==> src/rtl/present_pkg.sv <==
// rtl/present_pkg.sv - PRESENT cipher constants, S-box table, pLayer and FSM state type
package present_pkg;

  localparam int MAX_ROUNDS = 31;

  typedef enum logic [1:0] {
    ST_IDLE = 2'd0,
    ST_RUN  = 2'd1,
    ST_DONE = 2'd2
  } state_e;

  localparam logic [3:0] SBOX [16] = '{
    4'hC, 4'h5, 4'h6, 4'hB, 4'h9, 4'h0, 4'hA, 4'hD,
    4'h3, 4'hE, 4'hF, 4'h8, 4'h4, 4'h7, 4'h1, 4'h2
  };

  // Bit i moves to i*16 mod 63; bit 63 stays in place.
  function automatic logic [63:0] p_layer(input logic [63:0] din);
    logic [63:0] dout;
    dout = '0;
    for (int i = 0; i < 63; i++) begin
      dout[(i * 16) % 63] = din[i];
    end
    dout[63] = din[63];
    return dout;
  endfunction

endpackage

==> src/rtl/present_sbox4.sv <==
// rtl/present_sbox4.sv - 4-bit combinational PRESENT S-box
module present_sbox4
  import present_pkg::*;
(
  input  logic [3:0] din,
  output logic [3:0] dout
);

  assign dout = SBOX[din];

endmodule

==> src/rtl/present_encrypt_core.sv <==
// rtl/present_encrypt_core.sv - iterative PRESENT-80/128 encryption core, one round per clock
// Optional PRESENT_ROUNDKEY_OUT_EN adds out_rkey (key register captured at the final key-add).
module present_encrypt_core
  import present_pkg::*;
#(
  parameter int KEY_WIDTH  = 80,
  parameter int NUM_ROUNDS = 31
) (
  input  logic                 clk,
  input  logic                 rst_n,
  input  logic                 in_valid,
  output logic                 in_ready,
  input  logic [63:0]          in_data,
  input  logic [KEY_WIDTH-1:0] in_key,
  output logic                 out_valid,
  input  logic                 out_ready,
  output logic [63:0]          out_data,
  output logic                 busy
`ifdef PRESENT_ROUNDKEY_OUT_EN
  ,
  output logic [KEY_WIDTH-1:0] out_rkey
`endif
);

  generate
    if ((KEY_WIDTH != 80 && KEY_WIDTH != 128) || NUM_ROUNDS < 1 || NUM_ROUNDS > MAX_ROUNDS) begin : g_bad_cfg
      $error("present_encrypt_core: KEY_WIDTH must be 80 or 128 and NUM_ROUNDS 1..31");
    end
  endgenerate

  // The final key-add happens at round NUM_ROUNDS+1; for 31 rounds that is 32,
  // which the 5-bit counter sees as 0 after its last increment.
  localparam logic [4:0] LAST_ROUND = 5'(NUM_ROUNDS + 1);

  state_e                 state_q, state_d;
  logic [63:0]            data_q, data_d;
  logic [KEY_WIDTH-1:0]   key_q, key_d;
  logic [4:0]             round_q, round_d;
  logic [63:0]            out_data_q, out_data_d;

  logic [63:0]            round_key;
  logic [63:0]            sbox_in;
  logic [63:0]            sbox_out;
  logic [63:0]            perm_out;
  logic [KEY_WIDTH-1:0]   key_rot;
  logic [KEY_WIDTH-1:0]   key_sched;
  logic [3:0]             ks_hi;

  assign round_key = key_q[KEY_WIDTH-1 -: 64];
  assign sbox_in   = data_q ^ round_key;

  for (genvar i = 0; i < 16; i++) begin : g_sbox
    present_sbox4 u_sbox (
      .din  (sbox_in[4*i +: 4]),
      .dout (sbox_out[4*i +: 4])
    );
  end

  assign perm_out = p_layer(sbox_out);

  assign key_rot = {key_q[KEY_WIDTH-62:0], key_q[KEY_WIDTH-1:KEY_WIDTH-61]};

  present_sbox4 u_ks_hi (
    .din  (key_rot[KEY_WIDTH-1 -: 4]),
    .dout (ks_hi)
  );

  generate
    if (KEY_WIDTH == 128) begin : g_k128
      logic [3:0] ks_lo;
      present_sbox4 u_ks_lo (
        .din  (key_rot[123:120]),
        .dout (ks_lo)
      );
      always_comb begin
        key_sched          = key_rot;
        key_sched[127:124] = ks_hi;
        key_sched[123:120] = ks_lo;
        key_sched[66:62]   = key_rot[66:62] ^ round_q;
      end
    end else begin : g_k80
      always_comb begin
        key_sched        = key_rot;
        key_sched[79:76] = ks_hi;
        key_sched[19:15] = key_rot[19:15] ^ round_q;
      end
    end
  endgenerate

`ifdef PRESENT_ROUNDKEY_OUT_EN
  logic [KEY_WIDTH-1:0] out_rkey_q, out_rkey_d;
`endif

  always_comb begin
    state_d    = state_q;
    data_d     = data_q;
    key_d      = key_q;
    round_d    = round_q;
    out_data_d = out_data_q;
`ifdef PRESENT_ROUNDKEY_OUT_EN
    out_rkey_d = out_rkey_q;
`endif
    case (state_q)
      ST_IDLE: begin
        if (in_valid) begin
          data_d  = in_data;
          key_d   = in_key;
          round_d = 5'd1;
          state_d = ST_RUN;
        end
      end
      ST_RUN: begin
        if (round_q == LAST_ROUND) begin
          out_data_d = data_q ^ round_key;
`ifdef PRESENT_ROUNDKEY_OUT_EN
          out_rkey_d = key_q;
`endif
          state_d    = ST_DONE;
        end else begin
          data_d  = perm_out;
          key_d   = key_sched;
          round_d = round_q + 5'd1;
        end
      end
      ST_DONE: begin
        if (out_ready) begin
          state_d = ST_IDLE;
        end
      end
      default: state_d = ST_IDLE;
    endcase
  end

  always_ff @(posedge clk) begin
    if (!rst_n) begin
      state_q    <= ST_IDLE;
      data_q     <= '0;
      key_q      <= '0;
      round_q    <= '0;
      out_data_q <= '0;
`ifdef PRESENT_ROUNDKEY_OUT_EN
      out_rkey_q <= '0;
`endif
    end else begin
      state_q    <= state_d;
      data_q     <= data_d;
      key_q      <= key_d;
      round_q    <= round_d;
      out_data_q <= out_data_d;
`ifdef PRESENT_ROUNDKEY_OUT_EN
      out_rkey_q <= out_rkey_d;
`endif
    end
  end

  assign in_ready  = (state_q == ST_IDLE);
  assign out_valid = (state_q == ST_DONE);
  assign busy      = (state_q == ST_RUN);
  assign out_data  = out_data_q;
`ifdef PRESENT_ROUNDKEY_OUT_EN
  assign out_rkey  = out_rkey_q;
`endif

endmodule

==> config.mk <==
export PLATFORM = sky130hd
export DESIGN_NAME = present_encrypt_core
export DESIGN_NICKNAME = d
export VERILOG_FILES = /design/src/rtl/present_pkg.sv /design/src/rtl/present_sbox4.sv /design/src/rtl/present_encrypt_core.sv
export SDC_FILE = /design/constraint.sdc
export NUM_CORES = 1
export LEC_CHECK = 0
export ABC_AREA = 1
export BUFFER_PORTS_ARGS = -buffer_cell sky130_fd_sc_hd__buf_2
export CORE_MARGIN = 2
export CORE_UTILIZATION = 30
export DETAILED_ROUTE_END_ITERATION = 10
export GPL_TIMING_DRIVEN = 0
export PLACE_DENSITY_LB_ADDON = 0.08
export SYNTH_ARGS = -nofsm -noshare
export SYNTH_HDL_FRONTEND = slang
export SYNTH_SLANG_ARGS = --single-unit
==> constraint.sdc <==
create_clock -name clk -period 2.1 [get_ports clk]
set_clock_uncertainty 0.05 [all_clocks]
set_input_delay 0.21 -clock clk [delete_from_list [all_inputs] [get_ports clk]]
set_output_delay 0.21 -clock clk [all_outputs]
set_load 0.005 [all_outputs]
==> results of run 1 <==
registers in the layout (all words and copies together), names as in the netlist:
register / flops
data_q: 64
key_q: 80
out_data: 64
round_q: 5
state_q: 2
Yosys cell counts:
| cell | number | area [µm²] |
|---|---|---|
| nand2_8 | 1 | 20.02 |
| buf_4 | 2 | 15.01 |
| nand3_1 | 140 | 700.7 |
| nor2_1 | 63 | 236.5 |
| nand2_1 | 835 | 3134 |
| inv_2 | 1 | 3.750 |
| buf_2 | 43 | 215.2 |
| a31oi_1 | 79 | 494.2 |
| o211ai_1 | 20 | 150.1 |
| o21ai_1 | 6 | 30.03 |
| a21oi_1 | 169 | 845.8 |
| and3_1 | 2 | 12.51 |
| buf_6 | 8 | 90.09 |
| nor2_2 | 1 | 6.260 |
| xnor2_1 | 3 | 26.28 |
| nand3_2 | 1 | 10.01 |
| buf_1 | 2 | 7.510 |
| clkbuf_1 | 44 | 165.2 |
| nand2_2 | 7 | 43.79 |
| buf_12 | 1 | 20.02 |
| dfxtp_1 | 215 | 4304 |
| o21bai_1 | 12 | 90.09 |
| a21oi_2 | 9 | 78.83 |
| ha_1 | 55 | 688.2 |
| inv_4 | 1 | 6.260 |
| inv_1 | 198 | 743.2 |
| or2_2 | 13 | 81.33 |
| nor3_1 | 2 | 10.01 |
| buf_8 | 1 | 15.01 |
| nand4_1 | 2 | 12.51 |
| o21ai_0 | 171 | 855.8 |
| nand2_4 | 1 | 11.26 |
stage by stage:
stage | setup slack, ps | cells | hold slack, ps
6_report | 59.34 | 3074 | 20.53
5_1_grt | -20.77 | 3074 | 45.36
4_1_cts | 11.72 | 3073 | 1.893
3_5_place_dp | -716.7 | 2907 | 422.1
3_3_place_gp | -739.6 | 2907 | 415.9
2_1_floorplan | 422.0 | 2108 | 314.7
routing by layer:
layer | vias to the layer above | share of wire [%]
met1 | 7115 | 46
met3 | 85 | 6.1
li1 | 7585 | -
met4 | 0 | 3.0
met5 | - | 0
met2 | 513 | 45
report_power, final:
group	switching [mW]	internal (mW)	leakage, nW
sequential	0.544	4.55	1.77
clock	1.98	2.75	0.442
combinational	3.29	1.70	6.01
worst max-delay path: cells and delay by family, from the launching register on:
family,cells,cell delay [ps]
buffers and inverters,5,770
DFF,1,310
and+or+nand+nor,1,140
cell type report:
cell class | instances | area, µm² | area share, %
tap | 585 | 732.0 | 4.282
clock inverter | 9 | 70.07 | 0.4099
buffer | 100 | 588.1 | 3.440
multi-input combinational | 1592 | 7579 | 44.33
sequential | 215 | 4309 | 25.21
inverter | 200 | 755.7 | 4.421
timing repair buffer | 333 | 2257 | 13.20
clock buffer | 40 | 804.5 | 4.706
what timing repair did:
item	CTS	global route
gates cloned	0	0
resized for setup	16	33
setup endpoints to repair	45	127
endpoints found under the hold margin	116	0
pin swaps	0	0
hold buffers	117	0
setup buffers	0	2
cells by family after synthesis:
family	count (synthesis)	share of synthesized area (%)
xor gates and xnor gates	3	0.2002
AOI/OAI and AO/OA	466	19.39
and+or+nand+nor	1068	32.61
buffers and inverters	301	9.763
adders and majority gates	55	5.244
DFF	215	32.80
worst max path at each step:
stage	endpoint	slack, ps	cells after the start
after floorplan	data_q[0]$_SDFFE_PN0P_	420	12
after global placement	data_q[14]$_SDFFE_PN0P_	-740	8
after detailed placement	data_q[14]$_SDFFE_PN0P_	-720	8
after CTS	data_q[9]$_SDFFE_PN0P_	10	10
after global routing	busy	-20	6
final	busy	60	6
==> run metrics, run 1 <==
R2R Path End data_q[17]$_SDFFE_PN0P_; headroom to the max-slew limit roughly 29%; CP peak stage delay a little over 300 ps; area grow syn2layout 30.26%; Worst Path Required approximately 1800 ps; Hold Startpoint in_data[6]; Worst R2R Setup Slack approximately 100 ps; pwr dens about 870 nW/µm²; setup tns final 0 ps; Final Setup Violations 0; FF+latch count, synth ~220; fillers between 4,000 and 5,000; routed vias roughly 15,000; detail-routed via count per cell between 4 and 5; worst-path maximum fanout 10; IO Port Bufs 214; crit path DAT between 1500 and 2000 ps; n_diodes 0; RSZ-0062 raised after global routing true; crit path time final between 2000 and 2500 ps; met2 GRT Util 45.13%; hold path depth 5; die height around 210 µm; clock sink total about 220; Peak supply drop around 0.00055 V; met1 GRT Util about 38%; Post-Synthesis Cells 2,108; Final Slew Violations 0; later-pin clock latency in the skew report roughly 560 ps; antenna violations before repair 0; net count after synthesis roughly 2,300; Initial Utilization about 30%; Setup CP Type flip-flop to output pin; global route overflow 0; Critical Path Slowest Stage Cell dfxtp_1; Root Buffer clkbuf_16; FF-to-FF Start state_q[1]$_SDFFE_PN0P_; num rows 76; Critical path origin state_q[1]$_SDFFE_PN0P_; worst r2r path cells 7; yosys warns 0; busiest grt layer met2; CP startpoint kind flip-flop; Non-Filler Cell Area, Final ~17,000 µm²; ratio of cells with drive above 1 in the final layout 14.91%; Antenna Violating Nets Remaining 0; vias in the first global route roughly 14,000; Worst Hold End data_q[6]$_SDFFE_PN0P_; htree depth 1; DR iter-0 viols approximately 1,100; final hold viol count 0; met3 global-route usage between 2 and 3%; syn_area_per_cell 6.226 µm²; library cells used by synthesis 32; DRC errors left 0; clk buf depth 3; critical-path cell list inv_1, nand2_1, inv_4, buf_4, buf_12, buf_2; Final Util between 30% and 40%; Worst Setup End Kind output pin; Leakage 8.227 nW; Hold Crit Class input port to flip-flop; Top Ports 215; CTS tree yes; outcome finished clean; final period utilization between 90 and 100%; # Max-Cap Violations 0; largest net degree at the start of global routing 13; cell area after placement around 15,000 µm²; first-pass GRT wire length between 90 and 100 mm; Overall Power ~15 mW; Total Routing Usage GR 27.31%; die area 45,440 µm²; clk slew on worst S/H paths 60 ps; Final #Nets around 2,700; synthesized area ~13,000 µm²; dpl hpwl 48.43 mm; TritonCTS buffer count 27; GP Congestion about 0.93; drt total wl about 63 mm; most frequent cells in the layout 831 x nand2_1, 243 x buf_2, 211 x dfxtp_1; most common cell after layout, fill and taps aside nand2_1; CORE AREA 43,170 µm²; sequential cell area fraction in the yosys report ~33%; first-pass iteration count of the detailed router 5; die width 213.2 µm; fmax 490.0 MHz; routed len/inst about 20 µm; Slew @ Worst Pin 1067 ps
No activity file was read; power rests on OpenSTA's default activity.
==> run 2, diff against run 1 <==
BUFFER_PORTS_ARGS = not set   (was -buffer_cell sky130_fd_sc_hd__buf_2)
DONT_BUFFER_PORTS = 1   (was not set)
==> run 2 against run 1 <==
The run now ends with negative hold slack left; via count is 3.9% lower; worst hold slack worse by 33 ps; sequential share of layout area is 1.4 points higher; fmax is 0.68% lower; largest cell class unchanged.
==> run metrics, run 2 (synthesis gave the netlist of run 1 again) <==
Root Buffer clkbuf_16 (unchanged); Initial Utilization 30.40% (unchanged); Final Setup Violations 0 (unchanged); Final Util 37.51% (was 39.60%); area grow syn2layout 23.40% (was 30.26%); Hold Crit Class input port to flip-flop (unchanged); combinational fraction of design power 32.7% (was 33.7%); Final #Nets 2,474 (was 2,672); Leakage 7.351 nW (was 8.227 nW); worst-path maximum fanout 10 (unchanged); Worst R2R Setup Slack 70 ps (was 100 ps); Peak supply drop 0.0006130 V (was 0.0005452 V); Hold Startpoint in_data[47] (was in_data[6]); final period utilization 97.84% (was 97.17%); clock share of power 32.2% (was 31.9%); later-pin clock latency in the skew report 560 ps (about the same); Layout Cells excl Fill 2,878 (was 3,074); Largest register FFs 80 (unchanged); most common cell after layout, fill and taps aside nand2_1 (unchanged); cell area after placement 13,860 µm² (was 14,930 µm²); first-pass iteration count of the detailed router 5 (unchanged); internal power 8.829 mW (was 9.001 mW); Worst Hold End data_q[47]$_SDFFE_PN0P_ (was data_q[6]$_SDFFE_PN0P_); Final Slew Violations 0 (unchanged); Worst Path Required 2450 ps (was 1840 ps); # Max-Cap Violations 0 (unchanged); ratio of cells with drive above 1 in the final layout 6.722% (was 14.91%); failing checks negative hold slack; DRC errors left 0 (unchanged); WHS -12.63 ps (was 20.53 ps); pwr dens 902.1 nW/µm² (was 867.0 nW/µm²); vias in the first global route 13,886 (was 14,183); detail-routed via count per cell 5.108 (was 4.977); FF-to-FF Start state_q[1]$_SDFFE_PN0P_ (unchanged); clk buf depth 3 (unchanged); Most flops, register key_q (unchanged); global route overflow 0 (unchanged); die width 213.2 µm (unchanged); routed vias 14,701 (was 15,298); worst r2r path cells 8 (was 7); CP startpoint kind input port (was flip-flop); die height 213.2 µm (unchanged); P_sw 5.780 mW (was 5.820 mW); hold path depth 4 (was 5); GP Congestion 0.9092 (was 0.9313); Antenna Violating Nets Remaining 0 (unchanged); R2R Path End data_q[52]$_SDFFE_PN0P_ (was data_q[17]$_SDFFE_PN0P_); outcome finished, violations left (was finished clean); antenna violations before repair 5 (was 0); crit path DAT 2400 ps (was 1780 ps); Worst Setup End Kind flip-flop (was output pin); Sw Ratio 39.56% (was 39.27%); CTS tree yes (unchanged); most frequent cells in the layout 831 x nand2_1, 210 x dfxtp_1, 198 x inv_1 (was 831 x nand2_1, 243 x buf_2, 211 x dfxtp_1); headroom to the max-slew limit 16.68% (was 28.84%); Seq pwr share 35.1% (was 34.3%); crit path time final 2055 ps (was 2041 ps); num rows 76 (unchanged); routed len/inst 21.84 µm (was 20.40 µm); IO Port Bufs 0 (was 214); fmax 486.7 MHz (was 490.0 MHz); Slew @ Worst Pin 1250 ps (was 1067 ps); largest net degree at the start of global routing 14 (was 13); DR iter-0 viols 1,303 (was 1,149); RSZ-0062 raised after global routing true (unchanged); cell count after placement 2,693 (was 2,907); CORE AREA 43,170 µm² (unchanged); clk slew on worst S/H paths 60 ps (about the same); dpl hpwl 48.77 mm (was 48.43 mm); Setup CP Type input port to flip-flop (was flip-flop to output pin); Non-Filler Cell Area, Final 16,190 µm² (was 17,100 µm²); htree depth 1 (unchanged); TritonCTS buffer count 27 (unchanged); clock sink total 215 (unchanged); final hold viol count 1 (was 0); first-pass GRT wire length 89.90 mm (was 90.28 mm); Total Routing Usage GR 27.38% (was 27.31%); die area 45,440 µm² (unchanged); drt total wl 62.87 mm (was 62.71 mm); Top Ports 215 (unchanged)
[run 2: cell count changes in the layout (fill, tap and decap cells not counted), sizes merged]
cell,delta
clkinvlp,+2
buf,-215
dlygate4sd3,+17
diode,+2
clkinv,-3
inv,+1
[run 2: layout make-up]
type,count,area (µm²)
Clock buffer,40,794.5
Fill cell,4765,26980
Multi-Input combinational cell,1592,7584
Antenna cell,2,5.005
Clock inverter,9,78.83
Sequential cell,215,4310
Inverter,200,755.7
Timing Repair Buffer,134,1341
Buffer,101,593.1
Tap cell,585,732.0
[run 2: how the worst max path moves through the flow]
stage,cells past startpoint,slack (ps),to,start
2_1_floorplan,12,420,data_q[0]$_SDFFE_PN0P_,key_q[17]$_SDFFE_PN0P_
3_3_place_gp,8,-770,data_q[14]$_SDFFE_PN0P_,state_q[1]$_SDFFE_PN0P_
3_5_place_dp,8,-740,data_q[14]$_SDFFE_PN0P_,state_q[1]$_SDFFE_PN0P_
4_1_cts,5,-7,busy,state_q[1]$_SDFFE_PN0P_
5_1_grt,8,-30,out_data[61]$_SDFFE_PN0P_,state_q[1]$_SDFFE_PN0P_
6_report,5,50,data_q[60]$_SDFFE_PN0P_,rst_n
[run 2: through the flow]
stage | power, mW | TNS (ps) | setup slack, ps
floorplan | 8.069 | 0 | 422.0
global route | 15.51 | -35.55 | -27.84
detailed placement | 9.628 | -11830 | -738.5
finish | 14.61 | 0 | 45.36
global placement | 9.593 | -11390 | -768.8
CTS | 14.60 | -6.835 | -6.835
[run 2: power groups by stage]
stage / Combinational, mW / Clock, mW / Sequential [mW]
final: 4.77 / 4.71 / 5.13
after global routing: 5.39 / 4.94 / 5.18
after CTS: 4.70 / 4.78 / 5.11
after detailed placement: 4.43 / 0 / 5.20
after global placement: 4.40 / 0 / 5.19
after floorplan: 3.14 / 0 / 4.93
[run 2: timing repair]
| item | 4_1_cts | 5_1_grt |
|---|---|---|
| endpoints found under the setup margin | 64 | 107 |
| endpoints found under the hold margin | 135 | 0 |
| gates resized for setup | 19 | 27 |
| setup buffers | 0 | 0 |
| pin swaps | 0 | 0 |
| hold buffers | 134 | 0 |
[run 2: routing by layer]
layer / track usage [%] / routed length (µm)
met5: 0 / 20
met3: 6.604 / 5199
met1: 35.97 / 27510
met4: 10.25 / 2154
met2: 43.42 / 27990
[run 2: critical path, stage by stage]
cell and delay, ps:
dlygate4sd3_1 590, inv_1 130, clkbuf_1 610, clkbuf_1 780
a21oi_1 70
